**config.mk**
```make
export PLATFORM = sky130hd
export DESIGN_NAME = obi_mem_arbiter_flat
export DESIGN_NICKNAME = d
export VERILOG_FILES = /design/src/rtl/obi_mem_arbiter_if.sv /design/src/rtl/obi_mem_arbiter.sv /design/src/flat_wrapper.sv
export SDC_FILE = /design/constraint.sdc
export NUM_CORES = 1
export LEC_CHECK = 0
export ABC_AREA = 1
export BUFFER_PORTS_ARGS = -buffer_cell sky130_fd_sc_hd__buf_4
export CELL_PAD_IN_SITES_DETAIL_PLACEMENT = 0
export CELL_PAD_IN_SITES_GLOBAL_PLACEMENT = 1
export CORE_ASPECT_RATIO = 1.4
export CORE_MARGIN = 5
export CORE_UTILIZATION = 14
export CTS_CLUSTER_DIAMETER = 60
export DETAILED_ROUTE_END_ITERATION = 16
export GPL_TIMING_DRIVEN = 1
export PLACE_DENSITY_LB_ADDON = 0.1
export SYNTH_ARGS = -nofsm -noshare
export SYNTH_HDL_FRONTEND = slang
export SYNTH_SLANG_ARGS = --single-unit
```
**constraint.sdc**
```tcl
create_clock -name CLK -period 1.9 [get_ports CLK]
set_input_delay 0.19 -clock CLK [delete_from_list [all_inputs] [get_ports CLK]]
set_output_delay 0.19 -clock CLK [all_outputs]
set_load 0.02 [all_outputs]
```
**src/rtl/obi_mem_arbiter_if.sv**
```systemverilog
// Single OBI-style request/response port. The same shape is used for the
// fetcher, the LSU and the shared memory side of the arbiter.
interface obi_mem_arbiter_if #(
    parameter int AW = 32,
    parameter int DW = 32
);
    logic          proc_req;
    logic          rdy;
    logic [AW-1:0] addr;
    logic          we;
    logic [DW-1:0] wdata;
    logic [DW-1:0] rdata;
    logic          valid;

    modport master (
        output proc_req, addr, we, wdata,
        input  rdy, rdata, valid
    );

    modport slave (
        input  proc_req, addr, we, wdata,
        output rdy, rdata, valid
    );
endinterface

```
**src/rtl/obi_mem_arbiter.sv**
```systemverilog
// Shares one in-order memory port between the fetcher (id 0) and the LSU
// (id 1); a small ID FIFO routes each response back to the port that issued it.
//
// state  | meaning
// IDLE   | grant decided each cycle from the current requests
// LOCKED | request presented but not yet accepted; grant held on sel
module obi_mem_arbiter #(
    parameter int AW       = 32,
    parameter int DW       = 32,
    parameter int MAX_OUT  = 2,
    parameter bit LSU_PRIO = 1'b0
) (
    input  logic                CLK,
    input  logic                RSTn,
    obi_mem_arbiter_if.slave    if_bus,
    obi_mem_arbiter_if.slave    lsu_bus,
    obi_mem_arbiter_if.master   mem_bus,
    output logic                err
);
    localparam int CW = $clog2(MAX_OUT + 1);
    localparam int PW = (MAX_OUT > 1) ? $clog2(MAX_OUT) : 1;

    typedef enum logic {IDLE, LOCKED} state_t;

    state_t               state;
    logic                 sel;
    logic [MAX_OUT-1:0]   id_fifo;
    logic [PW-1:0]        wr_ptr;
    logic [PW-1:0]        rd_ptr;
    logic [CW-1:0]        count;

    logic                 grant;
    logic                 gnt_req;
    logic                 accept;
    logic                 pop;
    logic                 head;

    // The fetcher never writes, so its write fields are ignored.
    logic                 unused_if_wr;
    assign unused_if_wr = ^{if_bus.we, if_bus.wdata};

    function automatic logic [PW-1:0] ptr_inc(input logic [PW-1:0] p);
        return (p == PW'(MAX_OUT - 1)) ? '0 : p + 1'b1;
    endfunction

    always_comb begin
        grant = sel;
        if (state == IDLE) begin
            if (if_bus.proc_req && lsu_bus.proc_req)
                grant = LSU_PRIO ? 1'b1 : ~sel;
            else
                grant = lsu_bus.proc_req;
        end
    end

    assign gnt_req = grant ? lsu_bus.proc_req : if_bus.proc_req;

    // Issue is gated on the registered count only, never on mem_valid.
    assign mem_bus.proc_req = gnt_req && (count < CW'(MAX_OUT));
    assign mem_bus.addr     = gnt_req ? (grant ? lsu_bus.addr : if_bus.addr) : '0;
    assign mem_bus.we       = gnt_req & grant & lsu_bus.we;
    assign mem_bus.wdata    = (gnt_req && grant) ? lsu_bus.wdata : '0;

    assign accept      = mem_bus.proc_req & mem_bus.rdy;
    assign if_bus.rdy  = accept & ~grant;
    assign lsu_bus.rdy = accept & grant;

    assign pop           = mem_bus.valid && (count != '0);
    assign head          = id_fifo[rd_ptr];
    assign if_bus.valid  = pop & ~head;
    assign lsu_bus.valid = pop & head;
    assign if_bus.rdata  = mem_bus.rdata;
    assign lsu_bus.rdata = mem_bus.rdata;

    always_ff @(posedge CLK or negedge RSTn) begin
        if (!RSTn) begin
            state   <= IDLE;
            sel     <= 1'b1;
            id_fifo <= '0;
            wr_ptr  <= '0;
            rd_ptr  <= '0;
            count   <= '0;
            err     <= 1'b0;
        end else begin
            case (state)
                IDLE:    if (mem_bus.proc_req && !mem_bus.rdy) state <= LOCKED;
                LOCKED:  if (accept) state <= IDLE;
                default: state <= IDLE;
            endcase

            if (mem_bus.proc_req)
                sel <= grant;

            if (accept) begin
                id_fifo[wr_ptr] <= grant;
                wr_ptr          <= ptr_inc(wr_ptr);
            end
            if (pop)
                rd_ptr <= ptr_inc(rd_ptr);

            case ({accept, pop})
                2'b10:   count <= count + 1'b1;
                2'b01:   count <= count - 1'b1;
                default: count <= count;
            endcase

            // A response with nothing outstanding is dropped and flagged.
            if (mem_bus.valid && (count == '0))
                err <= 1'b1;
        end
    end
endmodule

```
**src/flat_wrapper.sv**
```systemverilog
// flat-port wrapper written by rule: the top's interface ports become plain ports
module obi_mem_arbiter_flat 
#(
    parameter int AW       = 32,
    parameter int DW       = 32,
    parameter int MAX_OUT  = 2,
    parameter bit LSU_PRIO = 1'b0
)
  (CLK, RSTn, err, if_bus_proc_req, if_bus_addr, if_bus_we, if_bus_wdata, if_bus_rdy, if_bus_rdata, if_bus_valid, lsu_bus_proc_req, lsu_bus_addr, lsu_bus_we, lsu_bus_wdata, lsu_bus_rdy, lsu_bus_rdata, lsu_bus_valid, mem_bus_proc_req, mem_bus_addr, mem_bus_we, mem_bus_wdata, mem_bus_rdy, mem_bus_rdata, mem_bus_valid);
  obi_mem_arbiter_if #(.AW(AW), .DW(DW)) if_bus_i ();
  obi_mem_arbiter_if #(.AW(AW), .DW(DW)) lsu_bus_i ();
  obi_mem_arbiter_if #(.AW(AW), .DW(DW)) mem_bus_i ();
  input  logic CLK;
  input  logic RSTn;
  output logic err;
  input wire logic [$bits(if_bus_i.proc_req)-1:0] if_bus_proc_req;
  input wire logic [$bits(if_bus_i.addr)-1:0] if_bus_addr;
  input wire logic [$bits(if_bus_i.we)-1:0] if_bus_we;
  input wire logic [$bits(if_bus_i.wdata)-1:0] if_bus_wdata;
  output wire logic [$bits(if_bus_i.rdy)-1:0] if_bus_rdy;
  output wire logic [$bits(if_bus_i.rdata)-1:0] if_bus_rdata;
  output wire logic [$bits(if_bus_i.valid)-1:0] if_bus_valid;
  input wire logic [$bits(lsu_bus_i.proc_req)-1:0] lsu_bus_proc_req;
  input wire logic [$bits(lsu_bus_i.addr)-1:0] lsu_bus_addr;
  input wire logic [$bits(lsu_bus_i.we)-1:0] lsu_bus_we;
  input wire logic [$bits(lsu_bus_i.wdata)-1:0] lsu_bus_wdata;
  output wire logic [$bits(lsu_bus_i.rdy)-1:0] lsu_bus_rdy;
  output wire logic [$bits(lsu_bus_i.rdata)-1:0] lsu_bus_rdata;
  output wire logic [$bits(lsu_bus_i.valid)-1:0] lsu_bus_valid;
  output wire logic [$bits(mem_bus_i.proc_req)-1:0] mem_bus_proc_req;
  output wire logic [$bits(mem_bus_i.addr)-1:0] mem_bus_addr;
  output wire logic [$bits(mem_bus_i.we)-1:0] mem_bus_we;
  output wire logic [$bits(mem_bus_i.wdata)-1:0] mem_bus_wdata;
  input wire logic [$bits(mem_bus_i.rdy)-1:0] mem_bus_rdy;
  input wire logic [$bits(mem_bus_i.rdata)-1:0] mem_bus_rdata;
  input wire logic [$bits(mem_bus_i.valid)-1:0] mem_bus_valid;
  assign if_bus_i.proc_req = if_bus_proc_req;
  assign if_bus_i.addr = if_bus_addr;
  assign if_bus_i.we = if_bus_we;
  assign if_bus_i.wdata = if_bus_wdata;
  assign if_bus_rdy = if_bus_i.rdy;
  assign if_bus_rdata = if_bus_i.rdata;
  assign if_bus_valid = if_bus_i.valid;
  assign lsu_bus_i.proc_req = lsu_bus_proc_req;
  assign lsu_bus_i.addr = lsu_bus_addr;
  assign lsu_bus_i.we = lsu_bus_we;
  assign lsu_bus_i.wdata = lsu_bus_wdata;
  assign lsu_bus_rdy = lsu_bus_i.rdy;
  assign lsu_bus_rdata = lsu_bus_i.rdata;
  assign lsu_bus_valid = lsu_bus_i.valid;
  assign mem_bus_proc_req = mem_bus_i.proc_req;
  assign mem_bus_addr = mem_bus_i.addr;
  assign mem_bus_we = mem_bus_i.we;
  assign mem_bus_wdata = mem_bus_i.wdata;
  assign mem_bus_i.rdy = mem_bus_rdy;
  assign mem_bus_i.rdata = mem_bus_rdata;
  assign mem_bus_i.valid = mem_bus_valid;
  obi_mem_arbiter #(.AW(AW), .DW(DW), .MAX_OUT(MAX_OUT), .LSU_PRIO(LSU_PRIO)) u_core (.CLK(CLK), .RSTn(RSTn), .if_bus(if_bus_i), .lsu_bus(lsu_bus_i), .mem_bus(mem_bus_i), .err(err));
endmodule
```
==> tab_implementation.tex <==
\begin{tabular}{lr}
\hline
Metric & Value \\
\hline
\multicolumn{2}{l}{\textbf{CTS}} \\
\quad CTS tree & done \\
\quad Root buffer selected by CTS & sky130\_fd\_sc\_hd\_\_clkbuf\_16 \\
\quad Clock transition time at the flip-flop clock pins of the worst setup and hold paths & 0.04 ns \\
\quad Maximum clock path buffer count & 2 \\
\quad Clock insertion delay at the later pin of the skew report & 0.24 ns \\
\quad CTS H-tree depth & 1 \\
\quad Clock buffer count from CTS & 3 \\
\quad Clock net sink count & 9 \\
\multicolumn{2}{l}{\textbf{Timing}} \\
\quad Final Slew Violations & 0 \\
\quad Setup violations, final & 0 \\
\quad Period utilization & a little over nine tenths \\
\quad Crit path setup slack, layout & between 0.02 and 0.03 ns \\
\quad Transition time at the pin with the least slew margin & 0.240 ns \\
\quad Final Critical Period & approximately 1.9 ns \\
\quad Final worst clock skew & about 0.00035 ns \\
\quad Hold Fails Final Rpt & 0 \\
\quad Setup repair after global routing missed its margin & yes \\
\quad Max-Slew Margin vs Limit & between 80\% and 90\% \\
\quad Top achievable clock speed & between 0.5 and 0.6 GHz \\
\quad Worst hold slack & approximately 0.17 ns \\
\multicolumn{2}{l}{\textbf{Drt}} \\
\quad Overall via count from detail\_route & about 2100 \\
\quad Number of design rule violations left after detail routing & 0 \\
\quad Count of routing violations after the opening detailed-route iteration & 30 \\
\quad Count of TritonRoute iterations in the first routing pass & 4 \\
\quad Average vias per placed instance & 3.79 \\
\quad Final wirelength & 8.88 mm \\
\quad Final antenna-violating net count & 0 \\
\quad Routed wirelength normalized by instance count & roughly 16 µm \\
\multicolumn{2}{l}{\textbf{Die}} \\
\quad Horiz. Die Dim & 103 µm \\
\quad Die Area & approximately 15000 µm² \\
\quad Die height & around 140 µm \\
\quad Number of core rows & 47 \\
\quad Ports & between 300 and 400 \\
\quad Initial core utilization & between 10\% and 20\% \\
\quad Core outline area & roughly 12000 µm² \\
\multicolumn{2}{l}{\textbf{Synthesis}} \\
\quad Share of the yosys chip area belonging to registers & a little over an eighth \\
\quad Summed instance area of the synthesized netlist & 1700 µm² \\
\quad Syn\_nets & between 400 and 500 \\
\quad Number of distinct library cells after synthesis & 23 \\
\quad Post-synthesis register bit count & 9 \\
\quad Synthesized netlist cell count & 294 \\
\quad Ys Warns & 0 \\
\quad Post-Synthesis Mean Instance Area & 5.79 µm² \\
\multicolumn{2}{l}{\textbf{Cells and area}} \\
\quad Fillcell total & 1343 \\
\quad Post-layout nets & approximately 580 \\
\quad Commonest non-fill, non-tap cell in the layout & sky130\_fd\_sc\_hd\_\_buf\_4 \\
\quad Leading cell types in the layout, fill and taps excluded & sky130\_fd\_sc\_hd\_\_buf\_4, sky130\_fd\_sc\_hd\_\_nand2\_1, sky130\_fd\_sc\_hd\_\_inv\_1 \\
\quad Multi-input logic area & 956 µm² \\
\quad Total inserted antenna cells & 0 \\
\quad Storage element area & about 230 µm² \\
\quad Synthesis-to-finish area growth & 95.2\% \\
\quad Layout cell share with drive strength beyond 1 & around three fifths \\
\multicolumn{2}{l}{\textbf{Job}} \\
\quad Max\_cap viols & 0 \\
\multicolumn{2}{l}{\textbf{Power}} \\
\quad Maximum VDD drop & around 0.57 mV \\
\quad Power per unit of standard cell area & 1320 nW/µm² \\
\quad Leakage power of the design & roughly 0.0018 µW \\
\multicolumn{2}{l}{\textbf{Hold path}} \\
\quad Worst min-delay path class & input pin to flip-flop \\
\quad Worst hold path stage count & 2 \\
\multicolumn{2}{l}{\textbf{Critical path}} \\
\quad Type of destination of the critical path & primary output \\
\quad Largest driver fanout on the critical path & 8 \\
\quad Worst Path Arrival & between 1.5 and 2 ns \\
\quad Critical path launch point type & flip-flop \\
\quad Req. time, crit path & between 1.5 and 2 ns \\
\quad WS Path Type & flip-flop to primary output \\
\quad Register-to-Register Path Depth & 7 \\
\quad Flop2flop setup slack & 0.10 ns \\
\multicolumn{2}{l}{\textbf{Place}} \\
\quad Quantity of I/O buffers inserted on ports & around 170 \\
\quad Final HPWL from detailed placement & just over 6 mm \\
\quad Post-place setup slack & roughly 0.13 ns \\
\quad Final weighted congestion in routability-driven placement & a little over 0.7 \\
\multicolumn{2}{l}{\textbf{Global routing}} \\
\quad Largest net degree at the start of global routing & 35 \\
\quad Gr ovfl total & 0 \\
\quad Initial antenna violation count & 0 \\
\quad GRT Resource Usage Total & about a tenth \\
\quad Vias in the first global route & 1926 \\
\quad First-pass GRT wire length & approximately 11 mm \\
\multicolumn{2}{l}{\textbf{Outcome}} \\
\quad Result of the run & finished, final reports clean \\
\hline
\end{tabular}
==> critical path, stage by stage (launching register included) <==
cell                      delay [ns]
sky130_fd_sc_hd__dfstp_2        0.56
sky130_fd_sc_hd__nand2_4        0.09
sky130_fd_sc_hd__or2_4          0.30
sky130_fd_sc_hd__nand2_8        0.13
sky130_fd_sc_hd__buf_16         0.16
sky130_fd_sc_hd__a21oi_2        0.04
sky130_fd_sc_hd__buf_4          0.15
==> where the power goes <==
group / switching [µW] / internal [µW] / leakage [µW]
Combinational: 1960 / 1680 / 0.00165
Sequential: 70.1 / 282 / 0.000103
Clock: 99.9 / 281 / 0.0000382
Total: 2130 / 2240 / 0.00179
==> path summary, 6_finish.rpt <==
kind / to / startpoint
max in group asynchronous: u_core.sel / RSTn
hold reg to reg: u_core.err / u_core.err
min in group asynchronous: u_core.id_fifo[1] / RSTn
setup reg to reg: u_core.count[1] / u_core.sel
hold / removal: u_core.err / mem_bus_valid
setup / recovery: mem_bus_addr[22] / u_core.sel
==> synthesized netlist by cell type <==
| cell | number | area share (%) |
|---|---|---|
| sky130_fd_sc_hd__or2_4 | 1 | 0.51 |
| sky130_fd_sc_hd__ha_1 | 1 | 0.73 |
| sky130_fd_sc_hd__xor2_1 | 2 | 1.0 |
| sky130_fd_sc_hd__nor2_1 | 38 | 8.4 |
| sky130_fd_sc_hd__buf_2 | 9 | 2.6 |
| sky130_fd_sc_hd__nand3_2 | 3 | 1.8 |
| sky130_fd_sc_hd__a21o_1 | 1 | 0.44 |
| sky130_fd_sc_hd__nand3_1 | 2 | 0.59 |
| sky130_fd_sc_hd__buf_4 | 67 | 30 |
| sky130_fd_sc_hd__dfstp_2 | 1 | 1.5 |
| sky130_fd_sc_hd__nor2_2 | 1 | 0.37 |
| sky130_fd_sc_hd__nand4_4 | 1 | 1.2 |
| sky130_fd_sc_hd__dfrtp_1 | 8 | 12 |
| sky130_fd_sc_hd__inv_1 | 43 | 9.5 |
| sky130_fd_sc_hd__o21bai_1 | 2 | 0.88 |
| sky130_fd_sc_hd__o21ai_1 | 1 | 0.29 |
| sky130_fd_sc_hd__nand2_1 | 71 | 16 |
| sky130_fd_sc_hd__xnor2_1 | 2 | 1.0 |
| sky130_fd_sc_hd__inv_2 | 1 | 0.22 |
| sky130_fd_sc_hd__nand2_2 | 1 | 0.37 |
| sky130_fd_sc_hd__nand2_4 | 1 | 0.66 |
| sky130_fd_sc_hd__o21ai_0 | 3 | 0.88 |
| sky130_fd_sc_hd__a21oi_1 | 34 | 10 |
==> per-stage QoR <==
| stage | setup TNS, ns | utilization, % | cells | area (µm²) | total power [µW] |
|---|---|---|---|---|---|
| CTS | 0 | 24.8 | 554 | 2950 | 3720 |
| detailed placement | 0 | 23.2 | 547 | 2760 | 3090 |
| global placement | 0 | 23.2 | 547 | 2760 | 3100 |
| finish | 0 | 28.0 | 560 | 3320 | 4370 |
| floorplan | 0 | - | 294 | 1700 | 2040 |
| global route | -0.241 | 28.0 | 560 | 3320 | 4670 |
==> what timing repair did <==
action	in CTS	in global routing
hold buffers	1	0
pin swaps	0	8
setup endpoints to repair	32	32
cloned	3	5
gates resized for setup	9	69
buffers inserted	0	1
hold endpoints to repair	9	0
==> layout make-up <==
class / instances / area share (%)
Tap cell: 147 / 5.53
Sequential cell: 9 / 6.81
Clock buffer: 4 / 2.37
Multi-Input combinational cell: 165 / 28.8
Inverter: 44 / 5.35
Timing Repair Buffer: 191 / 51.2
==> logic make-up (layout without fill, tap and decap cells) <==
| group | after synthesis | count (layout) | share of synthesized area, % |
|---|---|---|---|
| fa+ha+maj | 1 | 1 | 0.735 |
| flops | 9 | 9 | 13.3 |
| xor+xnor | 4 | 4 | 2.06 |
| buf+inv | 120 | 239 | 41.9 |
| compound gates | 41 | 41 | 12.5 |
| simple gates | 119 | 119 | 29.5 |
==> routing by layer <==
layer  up-vias  GRT usage (%)  routed length, µm
li1       1056              -                  -
met1       945           9.90               2910
met2        85           20.0               5140
met3        36           1.24                558
met4         0           4.23                274
met5         -              0                  0
No activity file was read; power rests on OpenSTA's default activity.
